**config.mk**
```make
export PLATFORM = sky130hd
export DESIGN_NAME = ucode_seq
export DESIGN_NICKNAME = d
export VERILOG_FILES = /design/src/rtl/ucode_seq.sv
export SDC_FILE = /design/constraint.sdc
export NUM_CORES = 1
export LEC_CHECK = 0
export CELL_PAD_IN_SITES_DETAIL_PLACEMENT = 0
export CELL_PAD_IN_SITES_GLOBAL_PLACEMENT = 1
export CORE_AREA = 3 3 59 61
export CTS_BUF_LIST = sky130_fd_sc_hd__clkbuf_16
export DETAILED_ROUTE_END_ITERATION = 12
export DIE_AREA = 0 0 62 64
export GPL_ROUTABILITY_DRIVEN = 0
export PLACE_DENSITY = 0.86
export SYNTH_ARGS = -nofsm -noshare
export SYNTH_HDL_FRONTEND = slang
export SYNTH_SLANG_ARGS = --single-unit
```
**constraint.sdc**
```tcl
create_clock -name clk -period 1.7 [get_ports clk]
set_input_delay 0.255 -clock clk [delete_from_list [all_inputs] [get_ports clk]]
set_output_delay 0.255 -clock clk [all_outputs]
set_load 0.005 [all_outputs]
```
**src/rtl/ucode_seq.sv**
```systemverilog
// ucode_seq: multi-cycle microcode sequencer. Accepts one opcode per
// valid/ready handshake, latches W and flags, then drives micro-op strobes
// for one EXEC cycle (MOV/NOP/illegal/single-byte ALU), BYTES EXEC cycles
// (multibyte ALU) or one EXEC plus one FLUSH bubble (JUMP).
module ucode_seq #(
    parameter int unsigned DATA_W = 8,
    parameter int unsigned BYTES  = 2,
    localparam int unsigned BIDX_W = (BYTES > 1) ? $clog2(BYTES) : 1
) (
    input  logic              clk,
    input  logic              rst,
    input  logic              op_valid,
    output logic              op_ready,
    input  logic [7:0]        opcode,
    input  logic [DATA_W-1:0] w,
    input  logic              carry,
    input  logic              zero,
    output logic              uop_valid,
    output logic              uop_last,
    output logic [BIDX_W-1:0] byte_index,
    output logic              alu_operation,
    output logic              alu_multibyte_result,
    output logic              jump_operation,
    output logic              jump_condition,
    output logic              mov_operation,
    output logic              destination_w,
    output logic              destination_flags,
    output logic              destination_memory,
    output logic              destination_registers,
    output logic              destination_ports,
    output logic              illegal
);

    localparam logic [1:0] CLS_MOV  = 2'b00;
    localparam logic [1:0] CLS_ALU  = 2'b01;
    localparam logic [1:0] CLS_JUMP = 2'b10;

    typedef enum logic [1:0] {
        IDLE  = 2'd0,
        EXEC  = 2'd1,
        FLUSH = 2'd2
    } state_t;

    state_t              state, state_next;
    logic [BIDX_W-1:0]   cnt, cnt_next;
    logic [7:2]          op_q;
    logic [DATA_W-1:0]   w_q;
    logic                carry_q, zero_q;

    logic                accept;
    logic                is_illegal, multibyte_run, last_byte, exec_last;
    logic                cond_sel;

    assign accept        = (state == IDLE) && op_valid;
    assign is_illegal    = (op_q[7:6] == CLS_MOV || op_q[7:6] == CLS_ALU) && (op_q[4:2] > 3'd4);
    assign multibyte_run = (op_q[7:6] == CLS_ALU) && op_q[5] && !is_illegal;
    assign last_byte     = (cnt == BIDX_W'(BYTES - 1));
    assign exec_last     = !multibyte_run || last_byte;

    // Jump condition select from the latched flags and W, before inversion.
    always_comb begin
        cond_sel = 1'b1;
        case (op_q[5:4])
            2'b00:   cond_sel = 1'b1;
            2'b01:   cond_sel = carry_q;
            2'b10:   cond_sel = zero_q;
            default: cond_sel = (w_q == '0);
        endcase
    end

    // State register and byte counter.
    always_ff @(posedge clk or posedge rst) begin
        if (rst) begin
            state <= IDLE;
            cnt   <= '0;
        end else begin
            state <= state_next;
            cnt   <= cnt_next;
        end
    end

    // Opcode, W and flag capture on accept.
    always_ff @(posedge clk or posedge rst) begin
        if (rst) begin
            op_q    <= '0;
            w_q     <= '0;
            carry_q <= 1'b0;
            zero_q  <= 1'b0;
        end else if (accept) begin
            op_q    <= opcode[7:2];
            w_q     <= w;
            carry_q <= carry;
            zero_q  <= zero;
        end
    end

    // Next-state logic and micro-op strobe decode.
    always_comb begin
        state_next            = state;
        cnt_next              = cnt;
        op_ready              = 1'b0;
        uop_valid             = 1'b0;
        uop_last              = 1'b0;
        byte_index            = '0;
        alu_operation         = 1'b0;
        alu_multibyte_result  = 1'b0;
        jump_operation        = 1'b0;
        jump_condition        = 1'b0;
        mov_operation         = 1'b0;
        destination_w         = 1'b0;
        destination_flags     = 1'b0;
        destination_memory    = 1'b0;
        destination_registers = 1'b0;
        destination_ports     = 1'b0;
        illegal               = 1'b0;

        case (state)
            IDLE: begin
                op_ready = 1'b1;
                if (op_valid) begin
                    state_next = EXEC;
                    cnt_next   = '0;
                end
            end
            EXEC: begin
                uop_valid = 1'b1;
                uop_last  = exec_last;
                illegal   = is_illegal;
                if (multibyte_run) begin
                    byte_index = cnt;
                end
                if (!is_illegal) begin
                    case (op_q[7:6])
                        CLS_MOV:  mov_operation = 1'b1;
                        CLS_ALU: begin
                            alu_operation        = 1'b1;
                            alu_multibyte_result = op_q[5];
                        end
                        CLS_JUMP: begin
                            jump_operation = 1'b1;
                            jump_condition = cond_sel ^ op_q[3];
                        end
                        default: ;
                    endcase
                    if (op_q[7:6] == CLS_MOV || op_q[7:6] == CLS_ALU) begin
                        case (op_q[4:2])
                            3'd0:    destination_w         = 1'b1;
                            3'd1:    destination_flags     = 1'b1;
                            3'd2:    destination_memory    = 1'b1;
                            3'd3:    destination_registers = 1'b1;
                            default: destination_ports     = 1'b1;
                        endcase
                    end
                end
                if (exec_last) begin
                    state_next = (op_q[7:6] == CLS_JUMP && !is_illegal) ? FLUSH : IDLE;
                end else begin
                    cnt_next = cnt + BIDX_W'(1);
                end
            end
            FLUSH: begin
                state_next = IDLE;
            end
            default: begin
                state_next = IDLE;
            end
        endcase
    end

endmodule

```
### Word-level counts from Yosys, hierarchy flattened

Index checks and enable logic that the tools add are counted.

| word-level totals | value |
|---|---|
| bits in registers | 19 |
| input port bits | 21 |
| output and inout port bits | 15 |
| logic and storage cells | 87 |

| operators by class | value |
|---|---|
| add/subtract/negate cells | 1 |
| magnitude comparators | 1 |
| eq/ne operators | 11 |
| muxes and demuxes | 49 |
| bitwise logic cells | 1 |
| reduce and logical (&&, ||, !) cells | 18 |

Operator list:

| kind | number |
|---|---|
| 1-bit 2-to-1 mux | 43 |
| 8-bit zero test | 1 |
| 2-bit by 1-bit == test with 1-bit output, second input constant | 3 |
| 3-bit by 2-bit == test with 1-bit output, second input constant | 2 |
| 2-bit zero test | 3 |
| 2-bit 2-to-1 mux | 3 |
| 2-bit inequality test, second input constant | 3 |
| 1-bit logical AND | 5 |
| 2-bit == test, second input constant | 2 |
| 2-bit case mux with 2 select lines | 1 |
| 4-bit OR reduction | 1 |
| 3-bit by 1-bit == test with 1-bit output, second input constant | 1 |
| 3-bit greater-than comparator, second input constant | 1 |
| 3-bit zero test | 1 |
| 1-bit case mux with 3 select lines | 1 |
| 3-bit AND reduction | 1 |
| 1-bit zero test | 2 |
| 1-bit logical OR | 2 |
| 1-bit case mux with 2 select lines | 1 |
| 2-bit AND reduction | 1 |
| 2-bit nonzero test | 1 |
| 1-bit adder, second input constant | 1 |
| 1-bit XOR | 1 |

### Logic depth before layout (Yosys ltp)

| logic depth | value |
|---|---|
| depth in word-level cells | 9 |
| gate-level depth with buffers | 6 |
| gate-level depth less buffers | 5 |

### Worst setup path after synthesis

No wires, ideal clock.

| timing | value |
|---|---|
| kind | register to output |
| from | register op_q[3] in the netlist's numbering |
| to | output byte_index |
| data arrival time | 1.194 ns |
| required time | 1.445 ns |
| setup slack | 0.251 ns |
| stages on the path, launching flop included | 7 |
| buffers on the path | 1 |
| cell sequence | dfrtp_1 -> clkbuf_2 -> o21ai_4 -> nand4b_1 -> or2_4 -> inv_2 -> and2_1 |

| on the way | value |
|---|---|
| word-level cells in the longest chain between the ends | 6 |

Ends and longest elaborated chain:

| item | line | RTL |
|---|---|---|
| start: declaration | 46 | `logic [7:2] op_q;` |
| start signal: assignment | 90 | `op_q <= opcode[7:2];` |
| 3-bit greater-than comparator | 55 | `assign is_illegal = (op_q[7:6] == CLS_MOV \|\| op_q[7:6] == CLS_ALU) && (op_q[4:2] > 3'd4);` |
| 1-bit logical AND | 55 |  |
| 1-bit zero test | 56 | `assign multibyte_run = (op_q[7:6] == CLS_ALU) && op_q[5] && !is_illegal;` |
| 1-bit logical AND | 56 |  |
| 1-bit 2-to-1 mux | 129 | `if (multibyte_run) begin` |
| 1-bit 2-to-1 mux | 117 | `case (state)` |
| end: declaration | 20 | `output logic [BIDX_W-1:0] byte_index,` |

No other way between the ends.

### Final worst setup path

| timing | value |
|---|---|
| from | register op_q[2] in the netlist's numbering |
| to | output byte_index |

Same word-level chain as after synthesis.

==> impl_results.rst <==
.. list-table::
   :header-rows: 1

   * - Metric
     - Value
   * - Area overhead of the layout relative to synthesis
     - 66.8%
   * - Max frequency
     - 532 MHz
   * - Worst Setup Slack post-DPL
     - -0.158 ns
   * - Latest clock arrival within the worst-skew pair
     - 0.25 ns
   * - Leading cell type in the layout, fill and taps excluded
     - buf_4
   * - Drt drc
     - 0
   * - Leading cell types in the layout, fill and taps excluded
     - buf_4 (21), dfrtp_1 (18), clkdlybuf4s50_1 (18)
   * - Number of nets in the finished design
     - 153
   * - Total Routed Length
     - 2230 microns
   * - Residual overflow from global routing
     - 0
   * - Worst path buffer plus inverter count
     - 3
   * - Row Count
     - 20
   * - Leakage dissipation
     - 0.000753 uW
   * - Nature of the critical path startpoint
     - register
   * - Worst reg2reg path startpoint
     - state[0]
   * - Pre-antenna DRT Iters
     - 3
   * - Post-detailed-placement half-perimeter wirelength
     - 1580 microns
   * - Cell family with most CP delay
     - simple AND/OR/NAND/NOR gates
   * - Maximum level of the CTS H-tree
     - 1
   * - Placement Cell Area
     - 1450 sq um
   * - Hold Crit Class
     - in2async
   * - Period Utilization, post-route
     - 111%
   * - Clock root buffer master
     - clkbuf_16
   * - CP Data Arrival Time
     - 1.62 ns
   * - Critical Path RT
     - 1.44 ns
   * - R2r setup slk
     - 0.23 ns
   * - Post-synthesis instance area
     - 981 sq um
   * - Syn Area/Cell
     - 12.7 sq um
   * - Input/output buffers
     - 33
   * - Global-route total usage across every layer
     - 11.8%
   * - Setup TNS after final layout
     - -0.351 ns
   * - Number of antenna violations at the first check in global routing
     - 0
   * - Die width
     - 62 microns
   * - Fraction of final layout cells sized beyond drive strength 1
     - 55.0%
   * - Net count of the mapped netlist
     - 98
   * - Initial core utilization
     - 32.4%
   * - Peak supply drop
     - 465 uV
   * - Inserted Diodes
     - 0
   * - Minimum clock period after layout
     - 1.88 ns
   * - Maximum number of pins on one net before global-route repair
     - 20
   * - Depth of the most critical reg-to-reg path
     - 4
   * - Multi-input combinational cell area
     - 533 sq um
   * - Number of global-route vias before repair
     - 799
   * - CTS tree
     - done
   * - Power per unit of standard cell area
     - 1570 nW/um^2
   * - Fin area
     - 1640 sq um
   * - Core area
     - 3030 sq um
   * - Register area share after synthesis
     - 48.5%
   * - Headroom to the max-slew limit
     - 80.9%
   * - Critical Path Sink Type
     - output port
   * - Y dimension of the die
     - 64 microns
   * - Die footprint
     - 3970 sq um
   * - Clock slew at reported path FFs
     - 0.05 ns
   * - Result of the run
     - complete, but fails checks
   * - Final setup vio count
     - 4
   * - Routed vias
     - 779
   * - Fill count
     - 262
   * - Pins over their slew limit
     - 0
   * - Distinct cell type count after synthesis
     - 30
   * - Num CTS Buffers
     - 3
   * - Max-cap viol count
     - 0
   * - Initial detailed-routing violation count
     - 7
   * - Slew @ Worst Pin
     - 0.286 ns
   * - Maximum fanout along the worst path
     - 2
   * - Highest cell delay on the worst timing path
     - 0.40 ns
   * - Final worst-path setup slack
     - -0.180 ns
   * - Final-report hold violation count
     - 0
   * - Routed vias/inst
     - 4.45
   * - I/O Pins
     - 36
   * - Number of register bits inferred by synthesis
     - 19
   * - TritonCTS Sinks
     - 19
   * - R2R Path End
     - w_q[3]
   * - CP max stage cell
     - dfrtp_1
   * - Routed Antenna Nets
     - 0
   * - Number of instances in the synthesized netlist
     - 77
   * - Average routed wire per standard cell
     - 12.8 microns
   * - Type of the worst setup path
     - reg2out
   * - Violated checks
     - negative setup slack
   * - First-pass GRT wire length
     - 3520 microns
   * - Post-route clock skew
     - 0.00267 ns
   * - Total of warnings raised by yosys
     - 0
   * - Cells along the critical path
     - o21ai_4 > nand4b_1 > buf_4 > or2_4 > inv_2 > and2_4 > buf_6
   * - Maximum clock path buffer count
     - 2
   * - Seq. cell area
     - 477 sq um
   * - Setup repair after global routing missed its margin
     - true
==> timing repair <==
action / 4_1_cts / 5_1_grt
setup buffers: 3 / 2
pin swaps: 4 / 5
hold buffers: 0 / 0
resized for setup: 39 / 21
setup endpoints to repair: 13 / 13
==> registers in the layout (all words and copies together), names as in the netlist <==
signal / cells
w_q: 8
op_q: 6
state: 2
carry_q: 1
cnt: 1
zero_q: 1
==> per-layer routing <==
metal | up-vias | share of wire (%) | GRT usage, % | wire length [microns]
met4 | 0 | 0.94 | 3.18 | 21
met5 | - | 0 | 0 | 0
li1 | 375 | - | - | -
met1 | 374 | 40 | 14.4 | 894
met3 | 4 | 7.6 | 3.23 | 170
met2 | 26 | 51 | 19.7 | 1150
==> tightest hold or removal path, delay by kind of cell <==
kind,cells,cell delay (ns)
buf+inv,3,0.69
==> cell type report <==
class	instances	area share (%)
Clock inverter	1	0.229
Timing Repair Buffer	55	29.3
Tap cell	44	3.36
Sequential cell	19	29.1
Inverter	3	0.841
Multi-Input combinational cell	50	32.6
Clock buffer	3	4.59
==> cells in the mapped netlist (all sizes together) <==
library cell / instances / area, sq um
nor3b: 3 / 22.5
inv: 3 / 11.3
nand4b: 1 / 8.76
a21oi: 1 / 5.00
nor4b: 3 / 26.3
and2: 2 / 15.0
o21ai: 1 / 16.3
nand2b: 4 / 32.5
or2: 1 / 8.76
clkbuf: 2 / 8.75
nand2: 3 / 11.3
mux2i: 2 / 20.0
mux2: 16 / 210
a31oi: 1 / 6.26
buf: 3 / 36.3
nor2: 6 / 25.0
dfrtp: 19 / 475
nor4bb: 1 / 10.0
nor3: 1 / 5.00
o21bai: 1 / 7.51
nor4: 2 / 12.5
nor2b: 1 / 6.26
==> power breakdown <==
group / total (uW) / switching (uW) / internal (uW)
registers: 859 / 197 / 662
clock network: 465 / 152 / 312
logic: 1240 / 449 / 795
total: 2570 / 799 / 1770
==> cells by family after synthesis <==
logic type	synth area share (%)
AO/OA/AOI/OAI	3.57
multiplexers	23.5
flip-flops	48.5
AND/OR/NAND/NOR	18.8
buffers and inverters	5.74
==> worst max-delay path by stage <==
stage,from,endpoint,slack [ns],cells past startpoint
2_1_floorplan,op_q[3],byte_index,0.25,6
3_3_place_gp,w_q[3],jump_condition,-0.16,4
3_5_place_dp,op_q[2],byte_index,-0.16,6
4_1_cts,op_q[3],byte_index,-0.18,7
5_1_grt,op_q[2],byte_index,-0.24,7
6_report,op_q[2],byte_index,-0.18,7
==> through the flow <==
stage / util (%) / hold WS, ns / instances / total power, uW
finish: 54.0 / 0.321 / 175 / 2570
detailed placement: 47.9 / 0.498 / 166 / 1890
floorplan: - / 0.206 / 77 / 1430
global route: 54.0 / 0.349 / 175 / 2740
CTS: 51.9 / 0.330 / 173 / 2450
global placement: 47.9 / 0.492 / 166 / 1850
Power figures use the tool's default switching activity.
==> edit 1 (same settings) <==
Encoding of `state_t`: now one-hot (3 bits for 3 states).
--- a/src/rtl/ucode_seq.sv
+++ b/src/rtl/ucode_seq.sv
@@ -37,6 +37,6 @@
 
-    typedef enum logic [1:0] {
-        IDLE  = 2'd0,
-        EXEC  = 2'd1,
-        FLUSH = 2'd2
+    typedef enum logic [2:0] {
+        IDLE  = 3'b001,
+        EXEC  = 3'b010,
+        FLUSH = 3'b100
     } state_t;
Formal check against the unedited RTL: no difference found for any inputs over 10 cycles, from zero or initial values and one cycle with rst high; not proved beyond that.
==> edit 1 against the original RTL <==
The run still ends with negative setup slack left. Critical path depth fell by 2. Sequential cell count grew 1. Largest power group unchanged. Synthesized area decreased by 0.77%. Clock power is 4.3% higher. Largest cell class is now flip-flops and latches. Combinational power is 15% lower. Critical path type unchanged. Total power fell by 5.7%. Cell area is 1.1% higher. Critical endpoint unchanged. Register-to-register slack worse by 0.34 ns. Sequential power up 2%. Wire length increased by 8.5%. Via count up 21%. Worst setup slack lost 0.067 ns.
==> edit 1: results (changes against the original RTL) <==
status: "finished with violations"
violations: "negative setup slack"
r2r_cells: 8  # +4
grt_pass1_vias: 958  # +20%
synth-seq-area-share: 0.515  # +0.0307
final_nets: 192  # +25%
wl_met3_um: 167  # -1.8%
grt.total_usage: 0.134  # +0.0163
vias: 945  # +21%
hpwl_um: 1820  # +15%
dr.pass1.iters: 2  # -1
synth_nets: 135  # +38%
skew_ns: 0.00195  # -0.000715 ns
layout_setup_ws_ns: -0.247  # -0.0669 ns
wl_met1_um: 922  # +3.1%
setup_viol: 16  # +12
synthTopCellsByArea: "dfrtp_1, nand2_1, dfstp_2"
finalSetupTns_ns: -2.03  # -1.68 ns
reg_top3: "w_q x8, op_q x6, state x3"
dp_slack_ns: -0.434  # -0.276 ns
ir_drop_mv: 0.634  # +36%
reg2reg_setup_slack_ns: -0.11  # -0.34 ns
drive_gt1_frac: 0.347  # -0.203
synthTopCellsByCount: "nand2_1, dfrtp_1, nor2_1"
p_leak_nw: 0.847  # +12%
drt-total-wl_um: 2430  # +8.5%
slew_headroom: 0.815  # +0.00558
drtIter0Drc: 24  # +17
r2r_end: "state[0]$_DFFE_PP1P_"
## edit 1: cell types whose count changed in the layout (fill, tap and decap cells not counted), moves of 4 or more
| cell | delta |
|---|---|
| nand2_1 | +46 |
| mux2_2 | -8 |
| buf_6 | +7 |
| buf_4 | -4 |
| mux2_4 | -8 |
| buf_2 | +6 |
## edit 1: metrics by stage
step	cell area [µm²]	utilization	power, mW	std cells	hold slack [ns]
detailed placement	1470	0.486	1.81	204	0.465
CTS	1610	0.531	2.39	212	0.350
global placement	1470	0.486	1.76	204	0.460
global route	1650	0.546	2.61	214	0.366
finish	1650	0.546	2.42	214	0.331
floorplan	973	-	1.32	114	0.218
## edit 1: cells by family after synthesis
logic type / after synthesis / synth area share
flip-flops: 20 / 0.515
AO/OA/AOI/OAI: 7 / 0.0476
buffers and inverters: 9 / 0.0476
AND/OR/NAND/NOR: 78 / 0.389
## edit 1: repair_timing
action | in CTS | in global routing
setup endpoints to repair | 15 | 15
setup buffers | 5 | 2
gates resized for setup | 78 | 7
pin swaps | 9 | 9
## edit 1: report_power, final
group | switching, mW | total (mW) | internal (mW)
registers | 0.179 | 0.877 | 0.698
logic | 0.475 | 1.06 | 0.583
clock network | 0.172 | 0.485 | 0.313
total | 0.826 | 2.42 | 1.59
## edit 1: worst min path at each step
stage / from / to / slack (ns) / cells after the start
after floorplan: rst / carry_q$_DFFE_PP0P_ / 0.22 / 1
after global placement: w_q[4]$_DFFE_PP0P_ / w_q[4]$_DFFE_PP0P_ / 0.46 / 2
after detailed placement: w_q[4]$_DFFE_PP0P_ / w_q[4]$_DFFE_PP0P_ / 0.46 / 2
after CTS: rst / carry_q$_DFFE_PP0P_ / 0.35 / 3
after global routing: rst / carry_q$_DFFE_PP0P_ / 0.37 / 3
final: rst / w_q[6]$_DFFE_PP0P_ / 0.33 / 3
## edit 1: metal layers
layer / GRT usage / up-vias
li1: - / 478
met1: 0.143 / 434
met2: 0.237 / 29
met3: 0.0263 / 4
met4: 0.0690 / 0
met5: 0 / -
## edit 1: final cells by class
class                           count  area (µm²)
Tap cell                           44        55.1
Multi-Input combinational cell     85         503
Clock buffer                        3        75.1
Sequential cell                    20         503
Inverter                            5        18.8
Clock inverter                      1        3.75
Fill cell                         285        1370
Timing Repair Buffer               56         495
## edit 1: worst max-delay path, stage by stage (launching register included)
cell and delay, ns:
dfrtp_1 0.37, or3b_4 0.45, nor4b_4 0.25, buf_4 0.16, and2_4 0.13, buf_6 0.08
==> edit 2 (same settings) <==
Without the edit above. Set the parameter `DATA_W` to 12 (it was 8).
--- a/src/rtl/ucode_seq.sv
+++ b/src/rtl/ucode_seq.sv
@@ -5,3 +5,3 @@
 module ucode_seq #(
-    parameter int unsigned DATA_W = 8,
+    parameter int unsigned DATA_W = 12,
     parameter int unsigned BYTES  = 2,
Interface: changed (resized w); port bits go from 36 to 40. The function was not compared with the original's and may differ.
==> edit 2 against the original RTL <==
The run still ends with negative setup slack left. Count of clock-buffer cells in the layout unchanged. Worst setup slack got worse by 0.0014 ns. Sequential cell count up 4. Cell area up 11%. Wire length increased by 13%. Highest routed layer unchanged. Maximum frequency is essentially flat. Sequential power grew 19%. Largest power group unchanged. Synthesized area up 9.8%. Total power increased by 16%. Non-clock buffer count is 7 higher. Global-route usage grew 1.4 points.
==> edit 2: results (changes against the original RTL) <==
status: "finished with violations"
violations: "negative setup slack"
dp_slack_ns: -0.289  # -0.131 ns
grt.total_usage: 0.132  # +0.0140
drive_gt1_frac: 0.500  # -0.0496
drtIter0Drc: 35  # +28
synth_nets: 113  # +15%
dp_cells: 180  # +8.4%
hp-class: "in -> async"
place_area_um2: 1600  # +10%
timing_worst_slew_pin_value_ns: 0.287  # +0.000944 ns
p_per_area_nw_per_um2: 1640  # +4.2%
antenna_found_initial: 0  # unchanged
dr.pass1.iters: 4  # +1
sw_frac_of_total: 0.314  # +0.00323
layout_setup_ws_ns: -0.181  # -0.00142 ns
synth_fa_ha_area_frac: 0  # unchanged
ir_drop_mv: 0.543  # +17%
reg_top3: "w_q x12, op_q x6, state x2"
synth-seq-area-share: 0.534  # +0.0496
crit_arrival_ns: 1.63
p_seq_mw: 1.02  # +19%
hpwl_um: 1760  # +11%
synth_mux_area_frac: 0.218  # -0.0163
fin_cells: 194  # +11%
grt_pass1_vias: 876  # +9.6%
via_per_inst: 4.59  # +3.1%
grt_max_degree: 24  # +20%
drt-total-wl_um: 2520  # +13%
synthTopCellsByArea: "dfrtp_1, mux2_2, nor2_1"
portBuffers: 37  # +12%
setup_viol: 11  # +7
synthTopCellsByCount: "dfrtp_1, mux2_2, nor2_1"
synthCells: 88  # +14%
p_leak_nw: 0.810  # +7.5%
comb_power_share: 0.495  # +0.010
skew_ns: 0.00212  # -0.000550 ns
grt_pass1_wl_um: 3940  # +12%
yosysUniqueCellTypes: 28  # -6.7%
htreeDepth: 1  # unchanged
hold_ws_ns: 0.349  # +0.0279 ns
synth_compound_area_frac: 0.0314  # -0.00436
finalSetupTns_ns: -0.870  # -0.520 ns
==> edit 2: cell count changes after synthesis, moves of 3 or more <==
cell,change
and3_1,+3
mux2_2,+11
mux2_4,-8
dfrtp_1,+4
nor2_1,+4
==> edit 2: worst paths after layout <==
check	from	end	cells after the start
max	op_q[2]$_DFFE_PP0P_	byte_index	7
min	rst	w_q[6]$_DFFE_PP0P_	3
max reg2reg	state[0]$_DFFE_PP0P_	op_q[2]$_DFFE_PP0P_	5
min reg2reg	w_q[5]$_DFFE_PP0P_	w_q[5]$_DFFE_PP0P_	1
max in group asynchronous	rst	state[0]$_DFFE_PP0P_	3
min in group clk	w_q[5]$_DFFE_PP0P_	w_q[5]$_DFFE_PP0P_	1
==> edit 2: what timing repair did <==
item | CTS | global route
hold buffers | 0 | 0
pin swaps | 12 | 12
cloned | 0 | 0
endpoints found under the setup margin | 14 | 13
resized for setup | 59 | 21
buffers inserted | 10 | 3
==> edit 2: per-layer routing <==
metal | share of wire | vias up | global-route usage
li1 | - | 436 | -
met1 | 0.44 | 424 | 0.174
met2 | 0.50 | 28 | 0.214
met3 | 0.056 | 2 | 0.0242
met4 | 0.0067 | 0 | 0.0398
met5 | 0 | - | 0
==> edit 2: area by class of cell <==
type | count | area, µm²
fill | 248 | 1210
inverter | 3 | 11.3
tap | 44 | 55.1
sequential | 23 | 576
clock buffer | 3 | 75.1
multi-input combinational | 58 | 546
clock inverter | 1 | 3.75
timing repair buffer | 62 | 553
==> edit 2: worst max-delay path, cell delays in order (launching register included) <==
cell and delay (ns):
dfrtp_1 0.42, o21ai_4 0.17, o211ai_1 0.13, buf_4 0.16
or2_4 0.23, inv_2 0.06, and2_1 0.11, buf_2 0.10
